<file path="config.mk">
export PLATFORM = sky130hd
export DESIGN_NAME = nibble_serial_adder_flat
export DESIGN_NICKNAME = d
export VERILOG_FILES = /design/src/rtl/nibble_serial_adder_if.sv /design/src/rtl/nibble_serial_adder.sv /design/src/flat_wrapper.sv
export SDC_FILE = /design/constraint.sdc
export NUM_CORES = 1
export LEC_CHECK = 0
export ABC_CLOCK_PERIOD_IN_PS = 4600
export CAP_MARGIN = 20
export CORE_MARGIN = 2
export CORE_UTILIZATION = 50
export DETAILED_ROUTE_END_ITERATION = 8
export PLACE_DENSITY = 0.85
export RECOVER_POWER = 25
export SLEW_MARGIN = 20
export SYNTH_ARGS = -nofsm -noshare
export SYNTH_HDL_FRONTEND = slang
export SYNTH_SLANG_ARGS = --single-unit
</file>
<file path="constraint.sdc">
create_clock -name clk -period 4.6 [get_ports clk]
set_input_delay 1.38 -clock clk [delete_from_list [all_inputs] [get_ports clk]]
set_output_delay 1.38 -clock clk [all_outputs]
set_load 0.01 [all_outputs]
</file>
<file path="src/rtl/nibble_serial_adder_if.sv">
// nibble_serial_adder_if
//   Handshake bundle for the nibble-serial adder.
//   Operand side : in_valid/in_ready with a, b, cin (sampled on the accept edge)
//   Result side  : out_valid/out_ready with sum, cout
//   Status       : busy (operation in flight or result waiting)
//   master : the client that supplies operands and consumes results
//   slave  : the adder itself
interface nibble_serial_adder_if #(
    parameter int WIDTH = 16
);
    logic             in_valid;
    logic             in_ready;
    logic [WIDTH-1:0] a;
    logic [WIDTH-1:0] b;
    logic             cin;
    logic             out_valid;
    logic             out_ready;
    logic [WIDTH-1:0] sum;
    logic             cout;
    logic             busy;

    modport master (
        output in_valid, a, b, cin, out_ready,
        input  in_ready, out_valid, sum, cout, busy
    );

    modport slave (
        input  in_valid, a, b, cin, out_ready,
        output in_ready, out_valid, sum, cout, busy
    );
endinterface

</file>
<file path="src/rtl/nibble_serial_adder.sv">
// nibble_serial_adder
//   Adds two WIDTH-bit unsigned operands plus a carry-in, one 4-bit nibble per
//   clock, through a single 4-bit adder slice. The carry between nibbles is
//   registered, and the result is collected into a shift register that fills
//   from the top, so after NIB steps the least significant nibble sits at bit 0.
//   Ports:
//     clk  - rising-edge clock
//     rst  - synchronous, active-high reset (aborts any operation)
//     bus  - slave side of nibble_serial_adder_if:
//            in_valid/in_ready/a/b/cin  operand handshake (accepted only in IDLE)
//            out_valid/out_ready/sum/cout  result handshake (held until taken)
//            busy  high while an operation is running or its result is waiting
//   Result appears NIB edges after the accept edge; one operation per NIB+2
//   cycles at best, since operands and results never overlap.
module nibble_serial_adder #(
    parameter int WIDTH = 16
) (
    input logic                  clk,
    input logic                  rst,
    nibble_serial_adder_if.slave bus
);
    localparam int NIB   = WIDTH / 4;
    localparam int CNT_W = (NIB > 1) ? $clog2(NIB) : 1;

    typedef enum logic [1:0] {
        ST_IDLE = 2'd0,
        ST_RUN  = 2'd1,
        ST_DONE = 2'd2
    } state_t;

    state_t state_reg;
    state_t state_next;

    logic [WIDTH-1:0] a_sh_reg;
    logic [WIDTH-1:0] b_sh_reg;
    logic [WIDTH-1:0] sum_reg;
    logic [WIDTH-1:0] sum_next;
    logic             carry_reg;
    logic             cout_reg;
    logic             out_valid_reg;
    logic [CNT_W-1:0] cnt_reg;

    logic             in_ready_int;
    logic             busy_int;
    logic             accept;
    logic             last_nib;
    logic             result_taken;
    logic [4:0]       nib_sum;

    // Single 4-bit slice: low nibbles of the shift registers plus carry.
    assign nib_sum  = {1'b0, a_sh_reg[3:0]} + {1'b0, b_sh_reg[3:0]} + {4'b0000, carry_reg};

    assign accept       = bus.in_valid && in_ready_int;
    assign last_nib     = (cnt_reg == CNT_W'(NIB - 1));
    assign result_taken = out_valid_reg && bus.out_ready;

    // Result shift register: every nibble moves down one slot and the fresh
    // nibble enters at the top. For WIDTH=4 the top slot is the only slot.
    generate
        for (genvar gi = 0; gi < NIB; gi++) begin : g_sum_shift
            if (gi == NIB - 1) begin : g_top
                assign sum_next[4*gi +: 4] = nib_sum[3:0];
            end else begin : g_mid
                assign sum_next[4*gi +: 4] = sum_reg[4*(gi+1) +: 4];
            end
        end
    endgenerate

    // State register
    always_ff @(posedge clk) begin
        if (rst) begin
            state_reg <= ST_IDLE;
        end else begin
            state_reg <= state_next;
        end
    end

    // Next-state logic
    always_comb begin
        state_next = state_reg;
        case (state_reg)
            ST_IDLE: if (accept)       state_next = ST_RUN;
            ST_RUN:  if (last_nib)     state_next = ST_DONE;
            ST_DONE: if (result_taken) state_next = ST_IDLE;
            default:                   state_next = ST_IDLE;
        endcase
    end

    // State-decoded outputs
    always_comb begin
        in_ready_int = 1'b0;
        busy_int     = 1'b0;
        case (state_reg)
            ST_IDLE: in_ready_int = 1'b1;
            ST_RUN:  busy_int     = 1'b1;
            ST_DONE: busy_int     = 1'b1;
            default: in_ready_int = 1'b0;
        endcase
    end

    // Datapath
    always_ff @(posedge clk) begin
        if (rst) begin
            a_sh_reg      <= '0;
            b_sh_reg      <= '0;
            sum_reg       <= '0;
            carry_reg     <= 1'b0;
            cout_reg      <= 1'b0;
            out_valid_reg <= 1'b0;
            cnt_reg       <= '0;
        end else begin
            case (state_reg)
                ST_IDLE: begin
                    if (accept) begin
                        a_sh_reg  <= bus.a;
                        b_sh_reg  <= bus.b;
                        carry_reg <= bus.cin;
                        cnt_reg   <= '0;
                    end
                end
                ST_RUN: begin
                    sum_reg   <= sum_next;
                    carry_reg <= nib_sum[4];
                    a_sh_reg  <= a_sh_reg >> 4;
                    b_sh_reg  <= b_sh_reg >> 4;
                    if (last_nib) begin
                        // Counter parks at NIB-1; it is reloaded on the next accept.
                        cout_reg      <= nib_sum[4];
                        out_valid_reg <= 1'b1;
                    end else begin
                        cnt_reg <= cnt_reg + CNT_W'(1);
                    end
                end
                ST_DONE: begin
                    if (result_taken) begin
                        out_valid_reg <= 1'b0;
                    end
                end
                default: begin
                    out_valid_reg <= 1'b0;
                end
            endcase
        end
    end

    assign bus.in_ready  = in_ready_int;
    assign bus.busy      = busy_int;
    assign bus.out_valid = out_valid_reg;
    assign bus.sum       = sum_reg;
    assign bus.cout      = cout_reg;
endmodule

</file>
<file path="src/flat_wrapper.sv">
// flat-port wrapper written by rule: the top's interface ports become plain ports
module nibble_serial_adder_flat 
#(
    parameter int WIDTH = 16
)
  (clk, rst, bus_in_valid, bus_a, bus_b, bus_cin, bus_out_ready, bus_in_ready, bus_out_valid, bus_sum, bus_cout, bus_busy);
  nibble_serial_adder_if #(.WIDTH(WIDTH)) bus_i ();
  input logic clk;
  input logic rst;
  input wire logic [$bits(bus_i.in_valid)-1:0] bus_in_valid;
  input wire logic [$bits(bus_i.a)-1:0] bus_a;
  input wire logic [$bits(bus_i.b)-1:0] bus_b;
  input wire logic [$bits(bus_i.cin)-1:0] bus_cin;
  input wire logic [$bits(bus_i.out_ready)-1:0] bus_out_ready;
  output wire logic [$bits(bus_i.in_ready)-1:0] bus_in_ready;
  output wire logic [$bits(bus_i.out_valid)-1:0] bus_out_valid;
  output wire logic [$bits(bus_i.sum)-1:0] bus_sum;
  output wire logic [$bits(bus_i.cout)-1:0] bus_cout;
  output wire logic [$bits(bus_i.busy)-1:0] bus_busy;
  assign bus_i.in_valid = bus_in_valid;
  assign bus_i.a = bus_a;
  assign bus_i.b = bus_b;
  assign bus_i.cin = bus_cin;
  assign bus_i.out_ready = bus_out_ready;
  assign bus_in_ready = bus_i.in_ready;
  assign bus_out_valid = bus_i.out_valid;
  assign bus_sum = bus_i.sum;
  assign bus_cout = bus_i.cout;
  assign bus_busy = bus_i.busy;
  nibble_serial_adder #(.WIDTH(WIDTH)) u_core (.clk(clk), .rst(rst), .bus(bus_i));
endmodule
</file>
==> metrics.cfg, run 1 <==
[outcome]
status=complete, but fails checks
violations=capacitance limit, slew limit

[detailed_routing]
vias_per_cell=5.237
drt_iter0_drc=47
drtAntennaViolNets=0
dr.pass1.iters=4
wire_per_inst_um=13.19
vias=1969
drc=0
drt-total-wl_um=4959

[global_routing]
antenna_found_initial=0
grt_start_max_net_pins=42
grt_pass1_vias=1845
overflow=0
grt_pass1_wl_um=8342
grt_use_total_pct=17.59

[clocking]
ctsHoldBuffers=0
cts_setup_buffers=0
cts_root_buf=clkbuf_8
postCtsResizedCells=0
cts_sinks=55
cts_buffers=5
insertion_delay_ps=310
htree_levels=2
path_clk_slew_ps=90
cts_buffer_depth=2
cts_tree=done

[sta]
tightest_slew_ps=2060
final-hold-violation-count=0
whs_ps=455.3
fin_crit_sh_pct=70.23
relSlewSlack_pct=-37.33
period_minus_slack_ps=3231
skew_ps=1.642
finalSetupViolCount=0
grt_setup_unrepaired=no
max_freq_ghz=0.3095
report.final.slew_viol_count=42
fin_tns_setup_ps=0

[synthesis]
netlist.area_leader.share_pct=42.57
synth.distinct_cells=33
syn_nets=305
avgSynthCellArea_um2=9.985
yosys_warnings=0
synth_top_cell_by_area=dfxtp_1
synth_area_um2=2586
synthCells=259
ys_ff_latch=55
synthArstFlopShare_pct=0
synth-seq-area-share_pct=42.57
synth_area_leaders=dfxtp_1 43%, mux2i_1 15%, a211oi_2 12%, nor2_1 6.4%, ha_1 3.4%
synth_edf_count=0
ys.flop_type=dfxtp_1

[setup_path]
rrSetupSlack_ps=1940
crit_required_ps=4720
cp_max_fo=41
r2r_end=u_core.b_sh_reg[8]
worst-setup-path-type=input port to register
arrival_ps=3350
r2r-start=u_core.state_reg[1]
r2r.worst_path.cells=7
crit_path_end_kind=register
cp-start-kind=input port

[pwr]
pwr-share-comb_pct=24.5
p_leak_uw=0.001185
p_seq_share_pct=49.6
clkPwrFrac_pct=25.8
p_sw_share_pct=28.65
p_sw_uw=316.2
power.density_nw_per_um2=342.2
internal-power_uw=787.6
ir_drop_v=0.0002158

[layout]
fin_nets=351
final.fill_count=426
diodes=0
final_cell_mix=55 x clkdlybuf4s50_1, 55 x dfxtp_1, 44 x nor2_1, 38 x mux2i_1, 24 x a211oi_2
drive_above_1_share_pct=12.75
syn2layout_area_growth_pct=24.72

[floorplanning]
dieHeight_um=75.92
die_x_um=75.92
ios=57
core_area_um2=5042
initial_core_util_pct=51.29
num_rows=26
die_area_um2=5764

[hold_path]
holdPathStages=2
min_path_type=register to register
min_from=u_core.a_sh_reg[14]
min_to=u_core.a_sh_reg[14]

[job]
cap_violations=1

[placement]
gp_congestion=0.7721
dpl.hpwl_um=3481
numPortBuffers=56

per-layer routing:
layer	track usage (%)	vias up	share of wire, %
met5	0	-	0
met4	7.636	0	2.0
met2	30.45	48	48
met3	3.095	9	3.7
li1	-	999	-
met1	21.51	913	46
synth_stat cells (4+ instances only):
| library cell | number |
|---|---|
| dfxtp_1 | 55 |
| clkbuf_1 | 4 |
| buf_2 | 6 |
| mux2i_1 | 38 |
| nand2_1 | 14 |
| ha_1 | 7 |
| buf_6 | 4 |
| a211oi_2 | 24 |
| nand3_1 | 10 |
| nor2_1 | 44 |
| a21oi_1 | 16 |
| inv_1 | 5 |
| buf_4 | 5 |
metrics by stage:
| step | instance area [um^2] | worst slack (ps) | power, uW | util, % | std cells |
|---|---|---|---|---|---|
| 6_report | 3226 | 1369 | 1104 | 63.97 | 376 |
| 5_1_grt | 3226 | 1149 | 1158 | 63.97 | 376 |
| 4_1_cts | 3227 | 1563 | 1115 | 64.00 | 376 |
| 3_5_place_dp | 3127 | 1223 | 830.1 | 62.01 | 368 |
| 3_3_place_gp | 3127 | 1319 | 819.9 | 62.01 | 368 |
| 2_1_floorplan | 2586 | 2439 | 758.6 | - | 259 |
how the worst max path moves through the flow:
stage | to | start | cells past startpoint
detailed placement | u_core.b_sh_reg[8] | bus_in_valid | 6
global route | u_core.bus.sum[15] | rst | 4
floorplan | u_core.b_sh_reg[4] | bus_in_valid | 6
CTS | u_core.b_sh_reg[8] | bus_in_valid | 6
global placement | u_core.b_sh_reg[0] | bus_in_valid | 6
finish | u_core.bus.sum[15] | rst | 4
critical path: stages:
cell       delay [ps]
clkbuf_1         1440
a2111oi_0         170
a31oi_1           240
o21ai_0           100
final cells by class:
type,instances,area [um^2],share of cell area (%)
Multi-Input combinational cell,178,1334,41.35
Sequential cell,55,1101,34.14
Timing Repair Buffer,60,584.3,18.11
Clock buffer,8,100.1,3.103
Tap cell,70,87.58,2.715
Inverter,5,18.77,0.5818
power by group through the flow:
stage | Clock, uW | Sequential [uW] | Combinational (uW)
after floorplan | 0 | 554 | 204
after global placement | 0 | 557 | 263
after detailed placement | 0 | 559 | 271
after CTS | 294 | 548 | 273
after global routing | 306 | 553 | 299
final | 285 | 548 | 271
kinds of logic after synthesis:
group / synth area share, %
multiplexers: 15.14
flip-flops: 42.57
AO/OA/AOI/OAI: 18.43
AND/OR/NAND/NOR: 12.63
buffers and inverters: 5.951
adder cells (fa/ha/maj): 4.935
XOR/XNOR: 0.3387
Note: power is estimated with default switching activity, not from simulation.
==> run 2, diff against run 1 <==
Settings changed: ABC_CLOCK_PERIOD_IN_PS 4600 to 2900, CORE_UTILIZATION 50 to 45, PLACE_DENSITY 0.85 to 0.81.
Clock period 4.6 ns to 2.9 ns, I/O delays scaled along.
==> metrics.cfg, run 2 (synthesized netlist as in run 1, its figures left out) <==
[outcome]
status=complete, no violations

[global_routing]
grt_pass1_vias=1770
antenna_found_initial=0
met1_usage_pct=20.06
use_met2_pct=27.14
grt_start_max_net_pins=57
grt_pass1_wl_um=7976
grt_use_total_pct=15.83
busiest_layer=met2
overflow=0
grtUsageMet3_pct=3.281

[detailed_routing]
vias_per_cell=5.190
wire_per_inst_um=13.14
drt-total-wl_um=4968
drtAntennaViolNets=0
vias=1962
drc=0
dr.pass1.iters=4
drt_iter0_drc=106

[clocking]
htree_levels=2
cts_sinks=55
postCtsResizedCells=0
insertion_delay_ps=300
cts_buffer_depth=2
cts_root_buf=clkbuf_8
cts_tree=done
path_clk_slew_ps=100
ctsHoldBuffers=0
cts_setup_buffers=0
cts_buffers=5

[pwr]
ir_drop_v=0.0002875
p_sw_uw=513.6
power.density_nw_per_um2=537.5
internal-power_uw=1230
pwr-share-comb_pct=24.8
p_leak_uw=0.001189
p_sw_share_pct=29.45
clkPwrFrac_pct=25.3
p_seq_share_pct=49.9

[layout]
final_cells=378
fin_nets=351
syn2layout_area_growth_pct=25.45
multi_input_area_um2=1331
drive_above_1_share_pct=12.75
regArea_um2=1101
final_cell_mix=55 x clkdlybuf4s50_1, 55 x dfxtp_1, 44 x nor2_1, 38 x mux2i_1, 24 x a211oi_2
final.fill_count=515
diodes=0

[floorplanning]
dieHeight_um=79.81
ios=57
core_area_um2=5540
initial_core_util_pct=46.68
num_rows=27
die_x_um=79.81
die_area_um2=6370

[sta]
whs_ps=465.9
grt_setup_unrepaired=no
report.final.slew_viol_count=0
skew_ps=7.517
fin_crit_sh_pct=84.80
fin_tns_setup_ps=0
max_freq_ghz=0.4066
relSlewSlack_pct=16.82
tightest_slew_ps=1248
final-hold-violation-count=0
finalSetupViolCount=0
period_minus_slack_ps=2459

[setup_path]
cp_max_fo=6
arrival_ps=1590
worst-setup-path-type=register to primary output
r2r-start=u_core.state_reg[1]
crit_path_end_kind=primary output
crit_required_ps=2030
startpoint=u_core.state_reg[1]
cp-start-kind=register

[placement]
gp_congestion=0.7270
place_inst=370
numPortBuffers=56
dpl.hpwl_um=3481

[hold_path]
min_path_type=register to register
min_from=u_core.a_sh_reg[14]

[job]
cap_violations=0

[run 2: power by group through the flow]
stage | clock network [uW] | registers, uW | logic (uW)
global route | 483 | 881 | 472
detailed placement | 0 | 888 | 432
CTS | 454 | 871 | 435
floorplan | 0 | 879 | 324
finish | 441 | 870 | 432
global placement | 0 | 885 | 421
[run 2: cell type report]
type | count | area share (%)
clock buffers | 6 | 2.545
clock inverters | 2 | 0.5014
inverters | 5 | 0.5785
multi-input cells | 178 | 41.03
flip-flops and latches | 55 | 33.94
well taps | 72 | 2.777
repair buffers | 60 | 18.63
[run 2: worst paths after layout]
kind	cells after the start	slack, ps	endpoint
hold / removal	2	470	u_core.a_sh_reg[14]
hold reg to reg	2	470	u_core.a_sh_reg[14]
setup / recovery	3	440	bus_in_ready
setup reg to reg	6	630	u_core.cnt_reg[1]
[run 2: worst max-delay path, stage by stage, from the launching register on]
cell and delay [ps]:
dfxtp_1 330, inv_1 100, ha_1 290, clkdlybuf4s50_1 580
[run 2: through the flow]
| step | util, % | setup WS, ps | cell area [um^2] | power, uW |
|---|---|---|---|---|
| global route | 58.56 | 336.9 | 3244 | 1836 |
| CTS | 58.72 | 422.5 | 3253 | 1760 |
| detailed placement | 56.93 | 562.8 | 3154 | 1320 |
| finish | 58.56 | 440.7 | 3244 | 1744 |
| global placement | 56.93 | 588.1 | 3154 | 1306 |
| floorplan | - | 1107 | 2586 | 1203 |
[run 2: per-layer routing]
layer	part of all wire [%]	vias up
li1	-	999
met1	47	921
met2	48	37
met3	3.9	5
met4	0.93	0
met5	0	-
==> run 3, diff against run 2 <==
Settings changed: ABC_CLOCK_PERIOD_IN_PS 2900 to 2510, CORE_UTILIZATION 45 to 50, PLACE_DENSITY 0.81 to 0.85.
Clock period 2.9 ns to 2.51 ns, I/O delays scaled along.
==> metrics.cfg, run 3 (synthesized netlist as in run 1, its figures left out) <==
[floorplanning]
initial_core_util_pct=51.29
num_rows=26
die_x_um=75.92
dieHeight_um=75.92
die_area_um2=5764
ios=57
core_area_um2=5042

[clocking]
insertion_delay_ps=310
ctsHoldBuffers=0
cts_tree=done
cts_setup_buffers=0
cts_buffers=5
cts_buffer_depth=2
path_clk_slew_ps=100
cts_root_buf=clkbuf_8
htree_levels=2
postCtsResizedCells=0
cts_sinks=55

[setup_path]
cp-start-kind=register
arrival_ps=1590
cp_max_fo=6
rrSetupSlack_ps=450
worst-setup-path-type=register to primary output
r2r.worst_path.cells=5
cpPeakStageDelay_ps=580
crit_path_end_kind=primary output
cp.buffers_inverters=2
r2r-start=u_core.state_reg[1]
slowest_stage=clkdlybuf4s50_1
startpoint=u_core.state_reg[1]
r2r_end=u_core.a_sh_reg[11]
crit_path_cell_trace=inv_1 > ha_1 > clkdlybuf4s50_1
crit_required_ps=1760
cp_top_family=buffers and inverters

[hold_path]
min_to=u_core.a_sh_reg[15]
min_from=u_core.a_sh_reg[15]
holdPathStages=2
min_path_type=register to register

[placement]
dpl.hpwl_um=3473
placed_area_um2=3152
gp_congestion=0.7975
numPortBuffers=56

[layout]
final_cell_mix=55 x dfxtp_1, 54 x clkdlybuf4s50_1, 44 x nor2_1, 38 x mux2i_1, 24 x a211oi_2
final_common_cell=dfxtp_1
syn2layout_area_growth_pct=25.40
final.fill_count=440
fin_nets=351
drive_above_1_share_pct=13.07
regArea_um2=1101
final_area_um2=3243
multi_input_area_um2=1331
diodes=0
utilization_pct=64.32

[detailed_routing]
drc=0
dr.pass1.iters=4
drt_iter0_drc=59
wire_per_inst_um=13.02
vias=1973
drtAntennaViolNets=0
drt-total-wl_um=4896
vias_per_cell=5.247

[global_routing]
grt_start_max_net_pins=57
overflow=0
antenna_found_initial=0
grt_use_total_pct=17.96
grt_pass1_wl_um=8514
grt_pass1_vias=1861

[sta]
grt_setup_unrepaired=no
whs_ps=456.3
fin_tns_setup_ps=0
skew_ps=9.786
relSlewSlack_pct=52.24
final-hold-violation-count=0
max_freq_ghz=0.4267
finalSetupViolCount=0
period_minus_slack_ps=2344
report.final.slew_viol_count=0
fin_crit_sh_pct=93.38
tightest_slew_ps=716.4

[pwr]
clkPwrFrac_pct=25.4
p_sw_share_pct=29.51
power.density_nw_per_um2=621.0
ir_drop_v=0.0004948
p_sw_uw=594.2
internal-power_uw=1420
power_uw=2014
p_leak_uw=0.001193
p_seq_share_pct=49.8
pwr-share-comb_pct=24.8

[job]
cap_violations=0

[outcome]
status=complete, no violations

## run 3: stage by stage
stage	setup slack [ps]	instances
6_report	166.2	376
5_1_grt	78.26	376
4_1_cts	151.4	376
3_5_place_dp	278.0	368
3_3_place_gp	313.8	368
2_1_floorplan	717.1	259
## run 3: worst max path at each step
stage	to	slack [ps]	depth (start not counted)
3_5_place_dp	u_core.carry_reg	280	5
4_1_cts	bus_in_ready	150	3
2_1_floorplan	u_core.carry_reg	720	6
5_1_grt	bus_in_ready	80	3
3_3_place_gp	u_core.carry_reg	310	5
6_report	bus_in_ready	170	3
## run 3: worst min-delay path, delay by kind of cell (launching register included)
family | cells | cell delay (ps)
and+or+nand+nor | 1 | 50
AOI/OAI and AO/OA | 1 | 50
DFF | 1 | 320
## run 3: final cells by class
class                   count  share of cell area (%)
flip-flops and latches     55                   33.95
well taps                  70                   2.701
multi-input cells         178                   41.05
clock buffers               6                   2.546
inverters                   5                  0.5787
clock inverters             2                  0.5015
repair buffers             60                   18.67
## run 3: power by group through the flow
stage          logic [uW]  registers, uW  clock network, uW
6_report              498           1000                512
5_1_grt               551           1020                560
3_3_place_gp          486           1020                  0
3_5_place_dp          503           1020                  0
2_1_floorplan         374           1020                  0
4_1_cts               506           1000                520
## run 3: per-layer routing
metal	wire [um]	vias to the layer above	GRT usage (%)
met1	2152	927	22.98
met4	59	0	5.636
li1	-	999	-
met3	163	8	3.095
met2	2521	39	30.98
met5	0	-	0
